### config.mk
export PLATFORM = sky130hd
export DESIGN_NAME = apb_addr_demux
export DESIGN_NICKNAME = d
export VERILOG_FILES = /design/src/rtl/apb_addr_demux.sv
export SDC_FILE = /design/constraint.sdc
export NUM_CORES = 1
export LEC_CHECK = 0
export BUFFER_PORTS_ARGS = -buffer_cell sky130_fd_sc_hd__buf_2
export CORE_AREA = 3 3 121 123
export CTS_BUF_LIST = sky130_fd_sc_hd__clkbuf_4 sky130_fd_sc_hd__clkbuf_8
export DETAILED_ROUTE_END_ITERATION = 10
export DIE_AREA = 0 0 124 126
export GPL_ROUTABILITY_DRIVEN = 0
export SLEW_MARGIN = 0
export SYNTH_ARGS = -nofsm -noshare
export SYNTH_HDL_FRONTEND = slang
export SYNTH_SLANG_ARGS = --single-unit
### constraint.sdc
create_clock -name clk_i -period 1.4 [get_ports clk_i]
set_input_delay 0.14 -clock clk_i [delete_from_list [all_inputs] [get_ports clk_i]]
set_output_delay 0.14 -clock clk_i [all_outputs]
set_load 0.02 [all_outputs]
### src/rtl/apb_addr_demux.sv
// APB single-manager to NumPorts-subordinate address demultiplexer with a held select.
// Define APB_DEMUX_DECERR_EN to answer unmapped accesses from an internal PSLVERR responder.
module apb_addr_demux #(
    parameter int unsigned NumPorts  = 4,
    parameter int unsigned AddrWidth = 32,
    parameter int unsigned DataWidth = 32,
    parameter logic [AddrWidth-1:0] PortBase [NumPorts] = '{default: '0},
    parameter logic [AddrWidth-1:0] PortLast [NumPorts] = '{default: '0}
) (
    input  logic                          clk_i,
    input  logic                          rst_ni,
    input  logic                          psel_i,
    input  logic                          penable_i,
    input  logic                          pwrite_i,
    input  logic [AddrWidth-1:0]          paddr_i,
    input  logic [DataWidth-1:0]          pwdata_i,
    output logic [DataWidth-1:0]          prdata_o,
    output logic                          pready_o,
    output logic                          pslverr_o,
    output logic [NumPorts-1:0]           mst_psel_o,
    output logic [NumPorts-1:0]           mst_penable_o,
    output logic [AddrWidth-1:0]          mst_paddr_o,
    output logic [DataWidth-1:0]          mst_pwdata_o,
    output logic                          mst_pwrite_o,
    input  logic [NumPorts*DataWidth-1:0] mst_prdata_i,
    input  logic [NumPorts-1:0]           mst_pready_i,
    input  logic [NumPorts-1:0]           mst_pslverr_i,
    output logic                          decerr_o
);

    localparam int unsigned SelWidth = (NumPorts > 1) ? $clog2(NumPorts) : 1;

`ifdef APB_DEMUX_DECERR_EN
    localparam bit DecErrEn = 1'b1;
`else
    localparam bit DecErrEn = 1'b0;
`endif

    logic                setup, access;
    logic                dec_hit, dec_unmapped;
    logic [SelWidth-1:0] dec_sel;
    logic [SelWidth-1:0] sel_d, sel_q, cur_sel;
    logic                unmapped_d, unmapped_q, cur_unmapped;
    logic                route_none;

    assign setup  = psel_i & ~penable_i;
    assign access = psel_i & penable_i;

    // Scan from the top so the lowest matching index is the one left standing.
    always_comb begin
        dec_sel = '0;
        dec_hit = 1'b0;
        for (int i = int'(NumPorts) - 1; i >= 0; i--) begin
            if (paddr_i >= PortBase[i] && paddr_i < PortLast[i]) begin
                dec_sel = SelWidth'(i);
                dec_hit = 1'b1;
            end
        end
    end

    assign dec_unmapped = ~dec_hit;

    assign sel_d      = setup ? dec_sel : sel_q;
    assign unmapped_d = setup ? dec_unmapped : unmapped_q;

    always_ff @(posedge clk_i) begin
        if (!rst_ni) begin
            sel_q      <= '0;
            unmapped_q <= 1'b0;
        end else begin
            sel_q      <= sel_d;
            unmapped_q <= unmapped_d;
        end
    end

    // Setup decodes live; the access phase trusts only the registered select.
    assign cur_sel      = setup ? dec_sel : sel_q;
    assign cur_unmapped = setup ? dec_unmapped : unmapped_q;
    assign route_none   = DecErrEn & cur_unmapped;

    always_comb begin
        mst_psel_o    = '0;
        mst_penable_o = '0;
        if (psel_i && !route_none) begin
            mst_psel_o[cur_sel]    = 1'b1;
            mst_penable_o[cur_sel] = penable_i;
        end
    end

    assign mst_paddr_o  = paddr_i;
    assign mst_pwdata_o = pwdata_i;
    assign mst_pwrite_o = pwrite_i;

    always_comb begin
        prdata_o  = '0;
        pready_o  = 1'b0;
        pslverr_o = 1'b0;
        if (access) begin
            if (route_none) begin
                pready_o  = 1'b1;
                pslverr_o = 1'b1;
            end else begin
                pready_o  = mst_pready_i[sel_q];
                pslverr_o = mst_pslverr_i[sel_q];
                prdata_o  = mst_prdata_i[int'(sel_q) * int'(DataWidth) +: DataWidth];
            end
        end
    end

`ifdef APB_DEMUX_DECERR_EN
    logic decerr_q;

    // The error responder always completes in the first access cycle.
    always_ff @(posedge clk_i) begin
        if (!rst_ni) begin
            decerr_q <= 1'b0;
        end else begin
            decerr_q <= access & unmapped_q;
        end
    end

    assign decerr_o = decerr_q;
`else
    assign decerr_o = 1'b0;
`endif

endmodule

==> qor.yml <==
setup_path:
  critical_path_class: "flip-flop to output pin"
  cp-end-kind: "output pin"
  arrival_ns: 1.39
  cp_max_fo: 28
  start_kind: "flip-flop"
  critical_path_required_ns: 1.26
sta:
  min_period_over_period_pct: 110
  finalHoldViolations: 0
  fin_tns_setup_ns: -2.52
  setup_ws_ns: -0.135
  fmax_mhz: 652
  rsz0062_at_grt: "yes"
  fin_skew_ns: 0
  finalMaxSlewViolations: 0
  setup_viol: 34
  fin_hold_ws_ns: 0.178
  post-route-min-period_ns: 1.53
die:
  coreArea_um2: 13800
  die_h_um: 126
  initial_core_util_pct: 12.2
  num_rows: 43
  dieWidth_um: 124
  die_area_um2: 15600
  ioPinCount: 313
clock_tree:
  cts_buffers: 3
  cts.sinks: 2
  clk_latency_ns: 0.22
  cts_max_path_buffers: 2
  clk_pin_slew_ns: 0.03
  cts_max_level: 1
  cts_root_buf: "clkbuf_8"
  cts_tree: "built"
cells_and_area:
  fin_nets: 526
  top_register: "sel_q"
  reg_top3: "sel_q: 2 flops"
  most-common-layout-cells: "buf_2 (159), mux2i_1 (56), o22ai_1 (28)"
  layout_commonest_cell: "buf_2"
  diodes: 0
  largest_reg_flops: 2
  final_cell_area_um2: 2610
  area_delta_synth_final_pct: 54.9
  drive_above_1_share_pct: 70.0
route:
  num_vias: 1927
  avgViaCountPerCell: 3.85
  drc: 0
  wl_per_cell_um: 17.0
  drt_wl_total_mm: 8.50
  dr.first_iter.drc_count: 23
  ant_nets: 0
  drt-pass1-iter-count: 4
global_route:
  grt-ovfl-total: 0
  first_global_vias: 1837
  grt_usage_pct: 9.20
  grt_max_degree: 29
  grt_pass1_wl_mm: 10.5
  antenna_found_initial: 0
yosys:
  synth_edf_count: 0
  synth_fp_nets: 406
  synth_area_per_cell_um2: 8.38
  yosysUniqueCellTypes: 18
  synthArstFlopShare_pct: 0
  yosysWarningCount: 0
  ys_ff_latch: 2
  syn_area_um2: 1690
  synthFlopType: "dfxtp_1"
  syn_inst: 201
  synth-seq-area-share_pct: 2.38
pwr:
  powerDensity_nw_per_um2: 308
  p_leak_nw: 1.18
  peakVddDrop_mv: 0.157
placed_design:
  dpl.hpwl_mm: 7.08
  io_buffer_count: 181
  place_area_um2: 2280
  place_ws_ns: -0.0290
run_status:
  outcome: "finished with violations"
  failed_checks: "negative setup slack"
run:
  cap_violations: 0
hold_path:
  hold_class: "input port to flip-flop"
-- metrics by stage --
step	instances	power (mW)	util, %
final	500	0.804	18.9
after global routing	500	0.867	18.9
after CTS	500	0.798	18.1
after detailed placement	491	0.484	16.5
after global placement	491	0.483	16.5
after floorplan	201	0.490	-
-- cell families after synthesis --
kind of cell,share of synthesized area [%]
DFF,2.38
other,0.223
buffers and inverters,39.8
and+or+nand+nor,4.31
AOI/OAI and AO/OA,12.9
muxes,40.4
-- area by class of cell --
cell class | count | area (µm²)
Fill cell | 1579 | 11200
Timing Repair Buffer | 196 | 1190
Multi-Input combinational cell | 117 | 1090
Tap cell | 180 | 225
Clock buffer | 4 | 48.8
Sequential cell | 2 | 45.0
Inverter | 1 | 3.75
-- synth_stat cells, types with 2 or more instances --
| library cell | number | share of area (%) |
|---|---|---|
| and3_1 | 2 | 0.74 |
| dfxtp_1 | 2 | 2.4 |
| o22ai_1 | 34 | 13 |
| mux2i_1 | 68 | 40 |
| buf_2 | 4 | 1.2 |
| buf_4 | 68 | 30 |
| buf_12 | 4 | 4.8 |
| buf_6 | 2 | 1.3 |
| buf_8 | 2 | 1.8 |
| nor2_1 | 7 | 1.6 |
-- per-layer routing --
metal	vias to the layer above	global-route usage [%]	part of all wire, %
met4	0	3.93	3.7
met1	827	7.32	27
met5	-	0	0
met3	28	3.41	15
met2	168	19.0	54
li1	904	-	-
-- critical path, cell delays in order (launching register included) --
cell     delay (ns)
dfxtp_4        0.41
buf_12         0.22
mux2i_1        0.26
o22ai_1        0.10
buf_2          0.16
-- power by group --
part | internal, mW | switching [mW] | total [mW]
Combinational | 0.265 | 0.221 | 0.485
Sequential | 0.0555 | 0 | 0.0555
Clock | 0.213 | 0.0504 | 0.263
-- worst paths after layout --
kind / from / end / slack (ns) / cells after the start
setup / recovery: sel_q[0] / prdata_o[11] / -0.13 / 4
hold / removal: rst_ni / sel_q[0] / 0.18 / 2
setup reg to reg: sel_q[0] / sel_q[0] / 0.55 / 2
hold reg to reg: sel_q[1] / sel_q[1] / 0.50 / 1
-- timing repair --
| item | 4_1_cts | 5_1_grt |
|---|---|---|
| hold buffers | 0 | 0 |
| gates cloned | 1 | 0 |
| pin swaps | 0 | 4 |
| resized for setup | 29 | 34 |
| endpoints found under the setup margin | 39 | 41 |
| setup buffers | 4 | 1 |
No activity file was read; power rests on OpenSTA's default activity.
